$ cat config.mk
export PLATFORM = sky130hd
export DESIGN_NAME = fifo_wr_ctrl_flat
export DESIGN_NICKNAME = d
export VERILOG_FILES = /design/src/rtl/fifo_pkg.sv /design/src/rtl/fifo_wr_ctrl_if.sv /design/src/rtl/fifo_gray_ptr.sv /design/src/rtl/fifo_wr_ctrl.sv /design/src/flat_wrapper.sv
export SDC_FILE = /design/constraint.sdc
export NUM_CORES = 1
export LEC_CHECK = 0
export CELL_PAD_IN_SITES_DETAIL_PLACEMENT = 1
export CELL_PAD_IN_SITES_GLOBAL_PLACEMENT = 2
export CORE_MARGIN = 5
export CORE_UTILIZATION = 27
export DETAILED_ROUTE_END_ITERATION = 7
export HOLD_SLACK_MARGIN = 0.02
export PLACE_DENSITY_LB_ADDON = 0.1
export SYNTH_ARGS = -nofsm -noshare
export SYNTH_HDL_FRONTEND = slang
export SYNTH_HIERARCHICAL = 1
export SYNTH_SLANG_ARGS = --single-unit
export TNS_END_PERCENT = 1
$ cat constraint.sdc
create_clock -name clk -period 2.66 [get_ports clk]
set_input_delay 0.266 -clock clk [delete_from_list [all_inputs] [get_ports clk]]
set_output_delay 0.266 -clock clk [all_outputs]
set_load 0.01 [all_outputs]
$ cat src/rtl/fifo_pkg.sv
`timescale 1ns/1ps
`default_nettype none
// ============================================================================
//  Module      : fifo_pkg
//  Description : Shared constants and pointer-code helpers for the async FIFO
//                write side. The helpers work on a wide fixed-width vector, so
//                callers zero-extend into ptr_wide_t and cast the result back
//                to their own pointer width.
//  Contents    : FIFO_ADDR_SIZE, PTR_W_MAX, ptr_wide_t, bin2gray, gray2bin
//  Revision    : 1.0 - initial release
// ============================================================================
package fifo_pkg;

    localparam int FIFO_ADDR_SIZE = 3;
    localparam int PTR_W_MAX      = 32;

    typedef logic [PTR_W_MAX-1:0] ptr_wide_t;

    function automatic ptr_wide_t bin2gray(input ptr_wide_t bin);
        return (bin >> 1) ^ bin;
    endfunction

    // Each binary bit is the XOR of all Gray bits at or above it. Zero upper
    // bits in the input leave the lower result bits unaffected.
    function automatic ptr_wide_t gray2bin(input ptr_wide_t gray);
        ptr_wide_t bin;
        bin[PTR_W_MAX-1] = gray[PTR_W_MAX-1];
        for (int i = PTR_W_MAX - 2; i >= 0; i--) begin
            bin[i] = bin[i+1] ^ gray[i];
        end
        return bin;
    endfunction

endpackage
`default_nettype wire

$ cat src/rtl/fifo_wr_ctrl_if.sv
`timescale 1ns/1ps
`default_nettype none
// ============================================================================
//  Module      : fifo_wr_ctrl_if
//  Description : Bundle of write-side control signals between a FIFO write
//                controller (slave) and the logic that drives it (master).
//  Signals     : wr_en, rptr_sync, ovf_clr          (master -> slave)
//                wptr, mem_we, mem_waddr, full,
//                almost_full, wr_level, overflow   (slave -> master)
//  Revision    : 1.0 - initial release
// ============================================================================
interface fifo_wr_ctrl_if
    import fifo_pkg::*;
#(
    parameter int ADDR_SIZE = FIFO_ADDR_SIZE
);

    logic                 wr_en;
    logic [ADDR_SIZE:0]   rptr_sync;
    logic                 ovf_clr;
    logic [ADDR_SIZE:0]   wptr;
    logic                 mem_we;
    logic [ADDR_SIZE-1:0] mem_waddr;
    logic                 full;
    logic                 almost_full;
    logic [ADDR_SIZE:0]   wr_level;
    logic                 overflow;

    modport master (
        output wr_en, rptr_sync, ovf_clr,
        input  wptr, mem_we, mem_waddr, full, almost_full, wr_level, overflow
    );

    modport slave (
        input  wr_en, rptr_sync, ovf_clr,
        output wptr, mem_we, mem_waddr, full, almost_full, wr_level, overflow
    );

endinterface
`default_nettype wire

$ cat src/rtl/fifo_gray_ptr.sv
`timescale 1ns/1ps
`default_nettype none
// ============================================================================
//  Module      : fifo_gray_ptr
//  Description : Binary + Gray pointer pair. Both registers advance together
//                on inc; the Gray copy is loaded from the encoded next value
//                so the exported pointer comes straight off a flop and moves
//                by one bit per step.
//  Ports       : clk, rst (async, active-low), inc
//                bin / gray           - registered pointer values
//                bin_next / gray_next - values loaded on the next edge
//  Revision    : 1.0 - initial release
// ============================================================================
module fifo_gray_ptr
    import fifo_pkg::*;
#(
    parameter int ADDR_SIZE = FIFO_ADDR_SIZE
) (
    input  wire logic               clk,
    input  wire logic               rst,
    input  wire logic               inc,
    output logic [ADDR_SIZE:0]      bin,
    output logic [ADDR_SIZE:0]      gray,
    output logic [ADDR_SIZE:0]      bin_next,
    output logic [ADDR_SIZE:0]      gray_next
);

    localparam int PW = ADDR_SIZE + 1;

    // Natural wrap of the PW-bit add gives the modulo 2**(ADDR_SIZE+1) count.
    always_comb begin
        bin_next  = bin + {{ADDR_SIZE{1'b0}}, inc};
        gray_next = PW'(bin2gray(ptr_wide_t'(bin_next)));
    end

    always_ff @(posedge clk or negedge rst) begin
        if (!rst) begin
            bin  <= '0;
            gray <= '0;
        end else begin
            bin  <= bin_next;
            gray <= gray_next;
        end
    end

endmodule
`default_nettype wire

$ cat src/rtl/fifo_wr_ctrl.sv
`timescale 1ns/1ps
`default_nettype none
// ============================================================================
//  Module      : fifo_wr_ctrl
//  Description : Write-side controller of an asynchronous FIFO. Accepts
//                writes while not full, generates the RAM write strobe and
//                address, exports a Gray write pointer, and registers the
//                full / almost-full / fill-level flags against the
//                synchronized read pointer. Sticky overflow on writes while
//                full. Requires ADDR_SIZE >= 1 and 1 <= AFULL_THRESH <= 2**ADDR_SIZE.
//  Ports       : clk  - write-domain clock
//                rst  - asynchronous, active-low reset
//                bus  - fifo_wr_ctrl_if.slave (wr_en, rptr_sync, ovf_clr in;
//                       wptr, mem_we, mem_waddr, full, almost_full, wr_level,
//                       overflow out)
//  Revision    : 1.0 - initial release
// ============================================================================
module fifo_wr_ctrl
    import fifo_pkg::*;
#(
    parameter int ADDR_SIZE    = FIFO_ADDR_SIZE,
    parameter int AFULL_THRESH = 6
) (
    input  wire logic       clk,
    input  wire logic       rst,
    fifo_wr_ctrl_if.slave   bus
);

    localparam int PW = ADDR_SIZE + 1;

    // Flipping the top two Gray bits of the read pointer gives the Gray code
    // of (read pointer + depth), i.e. the write pointer value when full.
    localparam logic [ADDR_SIZE:0] FULL_MASK = PW'(3) << (ADDR_SIZE - 1);
    localparam logic [ADDR_SIZE:0] AFULL_LVL = PW'(AFULL_THRESH);

    logic               accept;
    logic [ADDR_SIZE:0] wbin;
    logic [ADDR_SIZE:0] wgray;
    logic [ADDR_SIZE:0] wbin_next;
    logic [ADDR_SIZE:0] wgray_next;
    logic [ADDR_SIZE:0] rbin;
    logic [ADDR_SIZE:0] level_next;
    logic               full_next;
    logic               afull_next;
    logic               ovf_set;

    logic               full_r;
    logic               afull_r;
    logic [ADDR_SIZE:0] level_r;
    logic               ovf_r;

    fifo_gray_ptr #(
        .ADDR_SIZE (ADDR_SIZE)
    ) u_wptr (
        .clk       (clk),
        .rst       (rst),
        .inc       (accept),
        .bin       (wbin),
        .gray      (wgray),
        .bin_next  (wbin_next),
        .gray_next (wgray_next)
    );

    // The flags are computed from the registered full, so a write is never
    // accepted into the last slot twice even while rptr_sync is moving.
    always_comb begin
        accept     = bus.wr_en && !full_r;
        rbin       = PW'(gray2bin(ptr_wide_t'(bus.rptr_sync)));
        level_next = wbin_next - rbin;
        full_next  = (wgray_next == (bus.rptr_sync ^ FULL_MASK));
        afull_next = (level_next >= AFULL_LVL);
        ovf_set    = bus.wr_en && full_r;
    end

    // Flags only ever see the synchronized (lagging) read pointer, so they
    // can only be late to deassert, never early.
    always_ff @(posedge clk or negedge rst) begin
        if (!rst) begin
            full_r  <= 1'b0;
            afull_r <= 1'b0;
            level_r <= '0;
            ovf_r   <= 1'b0;
        end else begin
            full_r  <= full_next;
            afull_r <= afull_next;
            level_r <= level_next;
            // A new overflow event wins over a same-cycle clear.
            if (ovf_set) begin
                ovf_r <= 1'b1;
            end else if (bus.ovf_clr) begin
                ovf_r <= 1'b0;
            end
        end
    end

    assign bus.wptr        = wgray;
    assign bus.mem_we      = accept;
    assign bus.mem_waddr   = wbin[ADDR_SIZE-1:0];
    assign bus.full        = full_r;
    assign bus.almost_full = afull_r;
    assign bus.wr_level    = level_r;
    assign bus.overflow    = ovf_r;

endmodule
`default_nettype wire

$ cat src/flat_wrapper.sv
// flat-port wrapper written by rule: the top's interface ports become plain ports
module fifo_wr_ctrl_flat import fifo_pkg::*;
#(
    parameter int ADDR_SIZE    = FIFO_ADDR_SIZE,
    parameter int AFULL_THRESH = 6
)
  (clk, rst, bus_wr_en, bus_rptr_sync, bus_ovf_clr, bus_wptr, bus_mem_we, bus_mem_waddr, bus_full, bus_almost_full, bus_wr_level, bus_overflow);
  fifo_wr_ctrl_if #(.ADDR_SIZE(ADDR_SIZE)) bus_i ();
  input  wire logic clk;
  input  wire logic rst;
  input wire logic [$bits(bus_i.wr_en)-1:0] bus_wr_en;
  input wire logic [$bits(bus_i.rptr_sync)-1:0] bus_rptr_sync;
  input wire logic [$bits(bus_i.ovf_clr)-1:0] bus_ovf_clr;
  output wire logic [$bits(bus_i.wptr)-1:0] bus_wptr;
  output wire logic [$bits(bus_i.mem_we)-1:0] bus_mem_we;
  output wire logic [$bits(bus_i.mem_waddr)-1:0] bus_mem_waddr;
  output wire logic [$bits(bus_i.full)-1:0] bus_full;
  output wire logic [$bits(bus_i.almost_full)-1:0] bus_almost_full;
  output wire logic [$bits(bus_i.wr_level)-1:0] bus_wr_level;
  output wire logic [$bits(bus_i.overflow)-1:0] bus_overflow;
  assign bus_i.wr_en = bus_wr_en;
  assign bus_i.rptr_sync = bus_rptr_sync;
  assign bus_i.ovf_clr = bus_ovf_clr;
  assign bus_wptr = bus_i.wptr;
  assign bus_mem_we = bus_i.mem_we;
  assign bus_mem_waddr = bus_i.mem_waddr;
  assign bus_full = bus_i.full;
  assign bus_almost_full = bus_i.almost_full;
  assign bus_wr_level = bus_i.wr_level;
  assign bus_overflow = bus_i.overflow;
  fifo_wr_ctrl #(.ADDR_SIZE(ADDR_SIZE), .AFULL_THRESH(AFULL_THRESH)) u_core (.clk(clk), .rst(rst), .bus(bus_i));
endmodule
==> impl_metrics.ini <==
[clocking]
clock-sinks = 14
cts_resized = 0
postCtsHoldBufs = 0
cts_buffers = 3
post_cts_buffers = 0
cts_buffer_depth = 2
clkSlewWorstSetupHoldPaths_ns = 0.08
root_buffer = clkbuf_4
cts_tree = yes
worstSkewPairLatency_ns = 0.27
ctsHtreeMaxLevel = 1

[global_routing]
grt_pass1_vias = 522
grt_max_degree = 15
grt_pass1_wl_microns = 2260
overflow = 0
antenna_found_initial = 0
grt_usage_pct = 8.94

[final_layout]
final_nets = 95
diodes = 0
stdcell_count = 109
layout_commonest_cell = clkdlybuf4s50_1
drive_gt1_share_pct = 10.1
area_growth_pct = 41.0
final_cell_mix = clkdlybuf4s50_1 (22), dfrtp_1 (14), xor2_1 (7)

[critical_path]
critPathKind = primary input to register
cp_data_arrival_time_ns = 2.44
path_cells = clkdlybuf4s50_1, nor2b_1, ha_1, ha_1, xor2_1, ha_1, a21oi_1, and3_1, o21ai_0
cpMostUsedCell = ha_1
worstSetupEndpointType = register
max_stage_delay_ns = 0.48
worstSetupStartpointType = primary input
cp_slowest_cell = clkdlybuf4s50_1
cp_data_required_time_ns = 2.81
r2r_slack_ns = 0.48
crit_fanout = 3

[drt]
wl_microns = 1330
vias = 455
routedWlPerCell_microns = 12.2
viasPerCell = 4.17
postRouteAntennaNets = 0
drt-initial-drc-count = 5
first_pass_iters = 4
drc = 0

[sta]
max_slew_margin_pct = 57.9
final_hold_viol_count = 0
setup_tns_ns = 0
fin_hold_ws_ns = 0.385
finalCritPeriodShare_pct = 85.8
worstMarginPinSlew_ns = 0.629
finalSetupViolCount = 0
period_needed_ns = 2.28
fin_skew_ns = 0.00205
fmax_mhz = 438
final-max-slew-violation-count = 0
setup_slack_ns = 0.378
rsz0062_at_grt = no

[yosys]
synth_mux_area_share_pct = 0
synth_compound_area_share_pct = 4.58
syn_nets = 68
yosysSeqAreaShare_pct = 51.3
synth_top_family_by_area = XOR/XNOR gates
postSynthRegisterBits = 14
syn_area_per_cell_sq_um = 12.7
synth_fa_ha_area_share_pct = 12.1
synth-xor-area-share_pct = 21.4
synth_top_area_cell = dfrtp_1
synthCells = 54
synth_cell_type_count = 19
synth-simple-area-share_pct = 6.23
yosysTopAreaCellShare_pct = 51.3
synthTopCellsByArea = dfrtp_1 (51%), ha_1 (9.2%), xor2_1 (9.0%)
yosysWarnings = 6
syn_area_sq_um = 683

[place]
place_hpwl_microns = 1120
dp.cells = 106
gp_congestion = 0.645
post-place-ws_ns = 0.0608
numPortBuffers = 22

[power_and_ir_drop]
power_frac_clock_pct = 9.2
power.density_nw_per_um2 = 1270
seq_power_share_pct = 30.1
vdd_drop_max_mv = 0.465
swShare_pct = 38.1
p_int_uw = 760
p_leak_nw = 0.416
power.switching_uw = 468
combPwrFrac_pct = 60.7

[floorplanning]
ios = 23
core_area_sq_um = 2450
die_x_microns = 60.3
core.rowCount = 18
initial_core_util_pct = 27.8
die_h_microns = 60.3
dieArea_sq_um = 3640

[flow_run]
maxCapViolCount = 0

[hold_path]
holdCritPathClass = primary input to async pin

[run_status]
status = complete, no violations
per-stage QoR:
step           cell area, sq um  utilization (%)  power [mW]
2_1_floorplan               683                -       0.844
3_3_place_gp                941             38.3        1.14
3_5_place_dp                941             38.3        1.14
4_1_cts                     963             39.2        1.26
5_1_grt                     963             39.2        1.35
6_report                    963             39.2        1.23
worst max-delay path, delay by kind of cell:
family	cells	cell delay (ns)
simple gates	2	0.38
fa+ha+maj	3	0.73
xor+xnor	1	0.31
buf+inv	1	0.48
compound gates	2	0.27
routing by layer:
layer / vias to the layer above / routed length (microns) / GRT usage (%)
met2: 15 / 640 / 13.9
met5: - / 0 / 0
met1: 217 / 588 / 10.3
li1: 223 / - / -
met3: 0 / 99 / 2.81
met4: 0 / 0 / 6.65
state kept, by name, indices dropped and copies added, names as in the netlist:
signal	flops
u_core/bus.wr_level	4
u_core/u_wptr/bin	4
u_core/u_wptr/gray	3
u_core/bus.almost_full	1
u_core/bus.full	1
u_core/bus.overflow	1
final timing paths:
check	from	endpoint	cells after the start
worst max-delay path	bus_wr_en	u_core/bus.almost_full$_DFF_PN0_	9
worst min-delay path	rst	u_core/bus.overflow$_DFFE_PN0P_	1
worst max register to register	u_core/bus.full$_DFF_PN0_	u_core/bus.almost_full$_DFF_PN0_	8
worst min register to register	u_core/bus.full$_DFF_PN0_	u_core/bus.overflow$_DFFE_PN0P_	2
max in group asynchronous	rst	u_core/u_wptr/bin[2]$_DFF_PN0_	1
min in group clk	u_core/bus.full$_DFF_PN0_	u_core/bus.overflow$_DFFE_PN0P_	2
cell usage after synthesis:
library cell   n
fa_1           1
nor2_1         1
xor2_1         7
xnor2_1        6
nor2b_1        1
nand3_1        1
xor2_2         1
xnor2_2        1
nand3b_1       1
ha_1           5
dfrtp_1       14
a21oi_1        2
a21boi_2       1
nor4_1         1
inv_1          4
and3_1         1
buf_4          2
nand2_1        2
o21ai_0        2
power groups by stage:
stage | Sequential [mW] | Clock (mW) | Combinational, mW
final | 0.370 | 0.113 | 0.745
after floorplan | 0.420 | 0 | 0.424
after detailed placement | 0.376 | 0 | 0.766
after CTS | 0.373 | 0.120 | 0.768
after global placement | 0.373 | 0 | 0.762
after global routing | 0.389 | 0.131 | 0.832
cell type report:
type                    count  area (sq um)
flip-flops and latches     14           350
repair buffers             24           235
inverters                   4          15.0
well taps                  30          37.5
clock buffers               3          22.5
fillers                   284          1490
multi-input cells          34           303
logic make-up after synthesis:
| group | after synthesis |
|---|---|
| flip-flops | 14 |
| adder cells (fa/ha/maj) | 6 |
| AO/OA/AOI/OAI | 5 |
| XOR/XNOR | 15 |
| AND/OR/NAND/NOR | 8 |
| buffers and inverters | 6 |
Note: power is estimated with default switching activity, not from simulation.
